`config.mk`:
```
export PLATFORM = sky130hd
export DESIGN_NAME = seq_det_ctrl
export DESIGN_NICKNAME = d
export VERILOG_FILES = /design/src/rtl/seq_det_pkg.sv /design/src/rtl/seq_det_match.sv /design/src/rtl/seq_det_ctrl.sv
export SDC_FILE = /design/constraint.sdc
export NUM_CORES = 1
export LEC_CHECK = 0
export ABC_AREA = 0
export BUFFER_PORTS_ARGS = -buffer_cell sky130_fd_sc_hd__buf_2
export CAP_MARGIN = 20
export CORE_UTILIZATION = 56
export CTS_CLUSTER_DIAMETER = 80
export DETAILED_ROUTE_END_ITERATION = 6
export PLACE_DENSITY = 0.79
export REMOVE_ABC_BUFFERS = 1
export SYNTH_ARGS = -nofsm -noshare
export SYNTH_HDL_FRONTEND = slang
export SYNTH_HIERARCHICAL = 1
export SYNTH_SLANG_ARGS = --single-unit
```
`constraint.sdc`:
```
create_clock -name clk -period 3.1 [get_ports clk]
set_input_delay 0 -clock clk [delete_from_list [all_inputs] [get_ports clk]]
set_output_delay 0 -clock clk [all_outputs]
set_load 0.01 [all_outputs]
```
`src/rtl/seq_det_pkg.sv`:
```
// Shared definitions for the serial sequence detector: FSM encoding,
// default sizing and the pattern-length mask helper.
package seq_det_pkg;

  localparam int DATA_W_DEF  = 8;
  localparam int PAT_MAX_DEF = 8;
  localparam int CNT_W_DEF   = 4;
  localparam int MASK_W      = 32;

  typedef enum logic [1:0] {
    IDLE  = 2'd0,
    SHIFT = 2'd1,
    DONE  = 2'd2
  } state_e;

  // Low 'len' bits set; callers truncate to their pattern width.
  function automatic logic [MASK_W-1:0] len_mask(input logic [31:0] len);
    logic [MASK_W-1:0] m;
    if (len >= 32'(MASK_W)) begin
      m = '1;
    end else begin
      m = (32'd1 << len) - 32'd1;
    end
    return m;
  endfunction

endpackage

```
`src/rtl/seq_det_match.sv`:
```
// Bit-history shift register, valid-bit counter and masked comparator.
// 'hit' is the unregistered verdict for the bit being shifted in this cycle.
module seq_det_match
  import seq_det_pkg::*;
#(
  parameter int PAT_MAX = PAT_MAX_DEF,
  parameter int LEN_W   = $clog2(PAT_MAX + 1)
) (
  input  logic               clk,
  input  logic               rst,
  input  logic               clr,
  input  logic               shift_en,
  input  logic               bit_in,
  input  logic [PAT_MAX-1:0] pattern,
  input  logic [LEN_W-1:0]   len,
  output logic               match,
  output logic               hit
);

  logic [PAT_MAX-1:0] hist_q, hist_d;
  logic [PAT_MAX-1:0] mask_s;
  logic [LEN_W-1:0]   cnt_q, cnt_d;
  logic               match_q, hit_s;

  assign mask_s = PAT_MAX'(len_mask(32'(len)));

  // Next history/count and the match verdict on that next state.
  always_comb begin
    hist_d = hist_q;
    cnt_d  = cnt_q;
    hit_s  = 1'b0;
    if (clr) begin
      hist_d = '0;
      cnt_d  = '0;
    end else if (shift_en) begin
      hist_d = {hist_q[PAT_MAX-2:0], bit_in};
      if (cnt_q != LEN_W'(PAT_MAX)) begin
        cnt_d = cnt_q + LEN_W'(1);
      end else begin
        cnt_d = cnt_q;
      end
      hit_s = (len != '0) && (cnt_d >= len) && (((hist_d ^ pattern) & mask_s) == '0);
    end else begin
      hist_d = hist_q;
      cnt_d  = cnt_q;
    end
  end

  // History, count and registered match pulse.
  always_ff @(posedge clk or posedge rst) begin
    if (rst) begin
      hist_q  <= '0;
      cnt_q   <= '0;
      match_q <= 1'b0;
    end else begin
      hist_q  <= hist_d;
      cnt_q   <= cnt_d;
      match_q <= hit_s;
    end
  end

  assign match = match_q;
  assign hit   = hit_s;

endmodule

```
`src/rtl/seq_det_ctrl.sv`:
```
// Word-framed controller: accepts a parallel word, shifts it out MSB first
// through the matcher and reports per-word saturating match counts.
module seq_det_ctrl
  import seq_det_pkg::*;
#(
  parameter int DATA_W  = DATA_W_DEF,
  parameter int PAT_MAX = PAT_MAX_DEF,
  parameter int CNT_W   = CNT_W_DEF,
  localparam int LEN_W  = $clog2(PAT_MAX + 1),
  localparam int IDX_W  = $clog2(DATA_W)
) (
  input  logic               clk,
  input  logic               rst,
  input  logic               cfg_we,
  input  logic [PAT_MAX-1:0] cfg_pattern,
  input  logic [LEN_W-1:0]   cfg_len,
  input  logic               in_valid,
  output logic               in_ready,
  input  logic [DATA_W-1:0]  in_data,
  output logic               busy,
  output logic               bit_valid,
  output logic               bit_out,
  output logic               match,
  output logic               done,
  output logic [CNT_W-1:0]   match_count
);

  state_e             state_q, state_d;
  logic [DATA_W-1:0]  word_q, word_d;
  logic [IDX_W-1:0]   idx_q, idx_d;
  logic [PAT_MAX-1:0] pat_q, pat_d;
  logic [LEN_W-1:0]   len_q, len_d;
  logic [CNT_W-1:0]   cnt_q, cnt_d;
  logic               accept_s, shift_s, bit_s, hit_s, match_s;

  // Readiness uses the state alone so an asserted reset cannot feed the accept path.
  assign accept_s = in_valid && (state_q == IDLE);
  assign shift_s  = (state_q == SHIFT);
  assign bit_s    = word_q[idx_q];

  // State register.
  always_ff @(posedge clk or posedge rst) begin
    if (rst) begin
      state_q <= IDLE;
    end else begin
      state_q <= state_d;
    end
  end

  // Next-state logic.
  always_comb begin
    state_d = state_q;
    case (state_q)
      IDLE:    state_d = accept_s ? SHIFT : IDLE;
      SHIFT:   state_d = (idx_q == '0) ? DONE : SHIFT;
      DONE:    state_d = IDLE;
      default: state_d = IDLE;
    endcase
  end

  // Output decode.
  always_comb begin
    in_ready  = 1'b0;
    busy      = 1'b0;
    bit_valid = 1'b0;
    bit_out   = 1'b0;
    done      = 1'b0;
    case (state_q)
      IDLE: in_ready = ~rst;
      SHIFT: begin
        busy      = 1'b1;
        bit_valid = 1'b1;
        bit_out   = bit_s;
      end
      DONE: begin
        busy = 1'b1;
        done = 1'b1;
      end
      default: in_ready = 1'b0;
    endcase
  end

  // Config latch, word capture, bit index and saturating match count.
  always_comb begin
    word_d = word_q;
    idx_d  = idx_q;
    pat_d  = pat_q;
    len_d  = len_q;
    cnt_d  = cnt_q;
    if ((state_q == IDLE) && cfg_we) begin
      pat_d = cfg_pattern;
      len_d = (cfg_len > LEN_W'(PAT_MAX)) ? LEN_W'(PAT_MAX) : cfg_len;
    end else begin
      pat_d = pat_q;
      len_d = len_q;
    end
    if (accept_s) begin
      word_d = in_data;
      idx_d  = IDX_W'(DATA_W - 1);
      cnt_d  = '0;
    end else if (shift_s) begin
      idx_d = (idx_q != '0) ? (idx_q - IDX_W'(1)) : idx_q;
      cnt_d = (hit_s && (cnt_q != '1)) ? (cnt_q + CNT_W'(1)) : cnt_q;
    end else begin
      idx_d = idx_q;
      cnt_d = cnt_q;
    end
  end

  // Datapath registers.
  always_ff @(posedge clk or posedge rst) begin
    if (rst) begin
      word_q <= '0;
      idx_q  <= '0;
      pat_q  <= '0;
      len_q  <= '0;
      cnt_q  <= '0;
    end else begin
      word_q <= word_d;
      idx_q  <= idx_d;
      pat_q  <= pat_d;
      len_q  <= len_d;
      cnt_q  <= cnt_d;
    end
  end

  seq_det_match #(
    .PAT_MAX (PAT_MAX),
    .LEN_W   (LEN_W)
  ) u_match (
    .clk      (clk),
    .rst      (rst),
    .clr      (accept_s),
    .shift_en (shift_s),
    .bit_in   (bit_s),
    .pattern  (pat_q),
    .len      (len_q),
    .match    (match_s),
    .hit      (hit_s)
  );

  assign match       = match_s;
  assign match_count = cnt_q;

endmodule

```
Yosys cells after proc, flatten, opt, wreduce, memory -nomap -nowiden

Cells that the tools add are included.

Word-level logic and storage cells: 66
Output and inout bits: 10
Bits of input ports: 24
Memories: 0
Register bits after elaboration: 41
Bits in writable memories: 0
Memory bits (read-only): 0
Latch bits: 0

$add $sub $neg: 4
Shift-type cells: 1
Equality and inequality tests: 4
Reduce and logical (&&, ||, !) cells: 16
Divide/modulo/power cells: 0
Magnitude comparators: 3
Mux-type cells: 26
Multiply operators: 0
Bitwise operators: 3

Operators by type and width:

| kind                                                        | count |
|---|---|
| 2-to-1 mux 4 bit                                            | 9 |
| 2-to-1 mux 7 bit                                            | 2 |
| 2-to-1 mux 1 bit                                            | 9 |
| 2-to-1 mux 3 bit                                            | 3 |
| adder 4 x 1 -> 4 bit (second input constant)                | 2 |
| bitwise AND 8 bit                                           | 1 |
| zero test 8 bit                                             | 1 |
| != test 4 bit (second input constant)                       | 2 |
| left shift 1 x 4 -> 8 bit (first input constant)            | 1 |
| subtractor 8 x 1 -> 8 bit (second input constant)           | 1 |
| XOR 8 bit                                                   | 1 |
| nonzero test 2 bit                                          | 3 |
| logical AND 1 bit                                           | 5 |
| >= comparator 4 bit                                         | 1 |
| > comparator 4 bit (second input constant)                  | 1 |
| less-than comparator 3 x 4 -> 1 bit (second input constant) | 1 |
| one-hot mux 2 bit (2 select lines)                          | 1 |
| AND reduction 2 bit                                         | 2 |
| nonzero test 4 bit                                          | 1 |
| binary-select mux 1 bit (select 3 bit)                      | 1 |
| zero test 3 bit                                             | 1 |
| nonzero test 3 bit                                          | 1 |
| subtractor 3 x 1 -> 3 bit (second input constant)           | 1 |
| equality test 2 x 1 -> 1 bit (second input constant)        | 1 |
| 5 further kinds                                             | 5 |

Logic depth before layout (Yosys ltp)

Depth in word-level cells: 13
Depth in mapped cells: 13
Gate-level depth less buffers: 13

Hierarchy

Netlist, hierarchy kept.

Modules (own cells, without submodules):

| module        | instances | sequential area each (um^2) | area an instance (um^2) | cells each |
|---|---|---|---|---|
| seq_det_ctrl  | 1         | 725.7                       | 1,337.5                 | 127 |
| seq_det_match | 1         | 300.3                       | 888.4                   | 96 |

Worst setup path before layout

Ideal clock, no wire load.

Path type: reg2reg
Start point: register len_q[0]
End point: register cnt_q[0] (netlist: match_count[0])
Cell stages (with the launch flop): 10
Buffers on the path: 0
Clock period less this slack: 2.644 ns
Setup time: 0.077 ns
Data arrival time: 2.567 ns
Data required time: 3.023 ns
Setup slack: 0.456 ns
Cell sequence: dfrtp_1 > or4_1 > ha_1 > a21oi_1 > a2bb2oi_1 > nor2_1 > nor4_2 > nand2_1 > or3_1 > a21oi_1

Word-level cells in the longest chain between the ends: 10
Elaborated cells between the ends (all ways): 13
Those cells by class: add/sub (1); order compare (1); shift (1); mux (2); bitwise (1); reduce/logical (7)

RTL lines:

| what                            | RTL line            | text |
|---|---|---|
| start, declared                 | seq_det_ctrl.sv:32  | `logic [LEN_W-1:0] len_q, len_d;` |
| start signal, assigned          | seq_det_ctrl.sv:122 | `len_q <= len_d;` |
| left shift 1 x 4 -> 8 bit       | seq_det_pkg.sv:22   | `m = (32'd1 << len) - 32'd1;` |
| subtractor 8 x 1 -> 8 bit       | seq_det_pkg.sv:22   |  |
| bitwise AND 8 bit               | seq_det_match.sv:42 | `hit_s = (len != '0) && (cnt_d >= len) && (((hist_d ^ pattern) & mask_s) == '0);` |
| zero test 8 bit                 | seq_det_match.sv:42 |  |
| logical AND 1 bit *             | seq_det_match.sv:42 |  |
| 2-to-1 mux 1 bit *              | seq_det_match.sv:35 | `end else if (shift_en) begin` |
| 2-to-1 mux 1 bit *              | seq_det_match.sv:32 | `if (clr) begin` |
| named net hit_s                 | seq_det_ctrl.sv:34  | `logic accept_s, shift_s, bit_s, hit_s, match_s;` |
| logical AND 1 bit *             | seq_det_ctrl.sv:103 | `cnt_d = (hit_s && (cnt_q != '1)) ? (cnt_q + CNT_W'(1)) : cnt_q;` |
| nonzero test 2 bit (no line) *  | -                   |  |
| AND reduction 2 bit (no line) * | -                   |  |
| end signal, assigned            | seq_det_ctrl.sv:123 | `cnt_q <= cnt_d;` |
| end, declared                   | seq_det_ctrl.sv:33  | `logic [CNT_W-1:0] cnt_q, cnt_d;` |

The timed path passes the listed nets; every way through them passes the cells marked *.
A chain may end at the register's enable or synchronous reset.

Final worst setup path

Start point: register idx_q[0]
End point: register cnt_q[0] (netlist: match_count[0])

Word-level cells in the longest chain between the ends: 11

RTL lines:

| what                                   | RTL line            | text |
|---|---|---|
| start, declared                        | seq_det_ctrl.sv:30  | `logic [IDX_W-1:0] idx_q, idx_d;` |
| start signal, assigned                 | seq_det_ctrl.sv:120 | `idx_q <= idx_d;` |
| binary-select mux 1 bit (select 3 bit) | seq_det_ctrl.sv:39  | `assign bit_s = word_q[idx_q];` |
| 2-to-1 mux 1 bit (not written as such) | seq_det_ctrl.sv:39  |  |
| named net bit_s                        | seq_det_ctrl.sv:34  |  |
| XOR 8 bit                              | seq_det_match.sv:42 |  |
| bitwise AND 8 bit                      | seq_det_match.sv:42 |  |
| zero test 8 bit                        | seq_det_match.sv:42 |  |
| logical AND 1 bit                      | seq_det_match.sv:42 |  |
| 2-to-1 mux 1 bit                       | seq_det_match.sv:35 |  |
| 2-to-1 mux 1 bit                       | seq_det_match.sv:32 |  |
| named net hit_s                        | seq_det_ctrl.sv:34  |  |
| logical AND 1 bit                      | seq_det_ctrl.sv:103 |  |
| nonzero test 2 bit (no line)           | -                   |  |
| AND reduction 2 bit (no line)          | -                   |  |

The timed path passes the listed nets, and every way through them passes these cells. The select of a mux whose other input is x is not followed.

==> results.toml <==
[run]
maxCapViolations = 0

[global_route]
track_usage_pct = 26.0
grt_pass1_vias = 1801
grt_overflow_total = 0
grt_max_degree = 24
grt_pass1_wl_um = 8290
antenna_found_initial = 0

[timing]
min_period_over_period_pct = 92.1
drv_slew = 0
post-route-min-period_ns = 2.86
max_freq_mhz = 350
clock_skew_ns = 0.00830
rsz0062_at_grt = "false"
slew_headroom_pct = 56.2
worstMarginPinSlew_ns = 0.649
setup_tns_ns = 0
setup_violations = 0
layout_setup_ws_ns = 0.244
finalHoldViolCount = 0

[critical_path]
cp_data_arrival_time_ns = 3.07
start_kind = "flip-flop"
worstSetupPathType = "reg2reg"
worstSetupEndpointType = "flip-flop"
critPathMaxFanout = 8
crit_required_ns = 3.31

[die]
die_w_um = 65.0
initial_core_util_pct = 59.5
fp.coreArea_um2 = 3740
fp-row-count = 22
dieArea_um2 = 4230
ios = 34
die_h_um = 65.0

[synthesis]
async_flop_share_pct = 100
syn_area_um2 = 2230
synth_fa_ha_area_share_pct = 7.31
seq_area_frac_synth_pct = 46.1
netlist_instances = 223
synth.avg_cell_area_um2 = 9.98
synth_top_area_share_pct = 46.1
ys_types = 40
synth_flop_cell = "dfrtp_1"
synthTopCellsByArea = "dfrtp_1, ha_1, nand2_1"
synth_edf_count = 0
synth-xor-area-share_pct = 5.12
synth_top_area_cell = "dfrtp_1"
ys_ff_latch = 41
ys_warn_count = 6
synth_top_family_by_area = "simple AND/OR/NAND/NOR gates"
synth.area.mux_share_pct = 11.4
synth-simple-area-share_pct = 18.4
synth_compound_area_share_pct = 7.59

[route]
wire_per_inst_um = 15.0
drt_first_pass_iters = 4
routed_wirelength_um = 5070
dr_total_vias = 1796
drtIter0Drc = 141
vias_per_cell = 5.33
drtAntennaViolNets = 0
drc = 0

[cts]
cts_root_buf = "clkbuf_8"
clkSinkCount = 41
cts_buffers = 5
cts_tree = "yes"
clk_pin_slew_ns = 0.08
clockBufferDepth = 2
cts_setup_buffers = 0
cts_htree_levels = 2
clk_latency_ns = 0.29

[power]
power_density_nw_per_um2 = 944
peakVddDrop_mv = 0.451
leakage_nw = 1.46

[placement]
place_hpwl_um = 3140
placed_area_um2 = 2500
pre_cts_slack_ns = 0.235
portBuffers = 33
finalWeightedCongestion = 0.844

[min_path]
hp-class = "in2reg"

[cells_and_area]
fillers = 261
stdcell_area_um2 = 2860
layout.cells.most_common = "dfrtp_1"
antenna_cells = 0
final_cell_mix = "dfrtp_1, nand2_1, buf_2"
register_area_um2 = 1030
syn2layout_area_growth_pct = 28.3
fin_nets = 325
drive_gt1_share_pct = 22.5
multi_input_comb_area_um2 = 1120

[outcome]
status = "finished clean"
-- layout make-up --
type,instances,area share [%]
multi-input combinational,161,39.3
sequential,41,35.9
timing repair buffer,64,16.7
clock buffer,7,3.02
tap,48,2.10
inverter,15,1.97
clock inverter,1,1.05
-- sequential cells by signal, summed over array words and instances, names as in the netlist --
register / count
pat_q: 8
word_q: 8
u_match/hist_q: 7
len_q: 4
match_count: 4
u_match/cnt_q: 4
idx_q: 3
state_q: 2
u_match/match: 1
-- layer usage --
metal,global-route usage (%),wire length [um]
met1,33.8,2140
met2,44.1,2630
met3,5.46,212
met4,6.79,78
met5,0,0
-- report_power, final --
group | total [mW] | internal, mW | leakage (nW) | switching [mW]
logic | 1.32 | 0.606 | 0.883 | 0.716
registers | 0.932 | 0.754 | 0.514 | 0.178
clock network | 0.440 | 0.263 | 0.0585 | 0.178
total | 2.69 | 1.62 | 1.46 | 1.07
-- critical path: stages, from the launching register on --
cell and delay (ns):
dfrtp_1 0.47, mux2i_1 0.15, mux4_2 0.49, inv_1 0.10, xor2_1 0.08, nor4b_2 0.28, nand4_1 0.18, nor4_4 0.34
nand2_2 0.16, or3_1 0.37, a21oi_1 0.15
-- cell usage after synthesis, drive strengths merged, types with 2 or more instances --
| cell type | n |
|---|---|
| dfrtp | 41 |
| nand2 | 38 |
| nor2 | 20 |
| inv | 15 |
| ha | 13 |
| mux2i | 13 |
| o21ai | 11 |
| a21oi | 9 |
| mux2 | 9 |
| xor2 | 7 |
| xnor2 | 6 |
| buf | 5 |
| nand2b | 5 |
| and3 | 3 |
| nand4 | 3 |
| or3 | 3 |
| nand3 | 2 |
| nor4 | 2 |
| nor4b | 2 |
| o311ai | 2 |
| o31ai | 2 |
-- final timing paths --
| kind | slack [ns] | end | cells past startpoint | startpoint |
|---|---|---|---|---|
| worst min-delay path | 0.12 | state_q[0] | 4 | in_valid |
| worst max register to register | 0.24 | match_count[0] | 10 | idx_q[0] |
| worst max-delay path | 0.24 | match_count[0] | 10 | idx_q[0] |
| min in group asynchronous | 0.31 | u_match/hist_q[1] | 3 | rst |
| max in group asynchronous | 2.23 | word_q[0] | 4 | rst |
| worst min register to register | 0.48 | word_q[5] | 2 | word_q[5] |
-- per-stage QoR --
| stage | utilization, % | instances | hold WS (ns) | power (mW) |
|---|---|---|---|---|
| after CTS | 76.0 | 337 | 0.109 | 2.65 |
| after detailed placement | 66.7 | 306 | 0.0564 | 2.17 |
| after global routing | 76.3 | 337 | 0.131 | 2.91 |
| after floorplan | - | 217 | -0.135 | 1.84 |
| final | 76.3 | 337 | 0.118 | 2.69 |
| after global placement | 66.0 | 305 | 0.0506 | 2.13 |
-- cells by family (layout without fill, tap and decap cells) --
logic type	after synthesis	in the layout
AO/OA/AOI/OAI	28	28
XOR/XNOR	13	13
adder cells (fa/ha/maj)	13	13
buffers and inverters	21	87
flip-flops	41	41
multiplexers	23	23
AND/OR/NAND/NOR	84	84
-- what timing repair did --
item | in CTS | in global routing
endpoints found under the hold margin | 44 | 0
endpoints found under the setup margin | 0 | 4
resized for setup | 0 | 2
hold buffers | 23 | 0
Note: power is estimated with default switching activity, not from simulation.
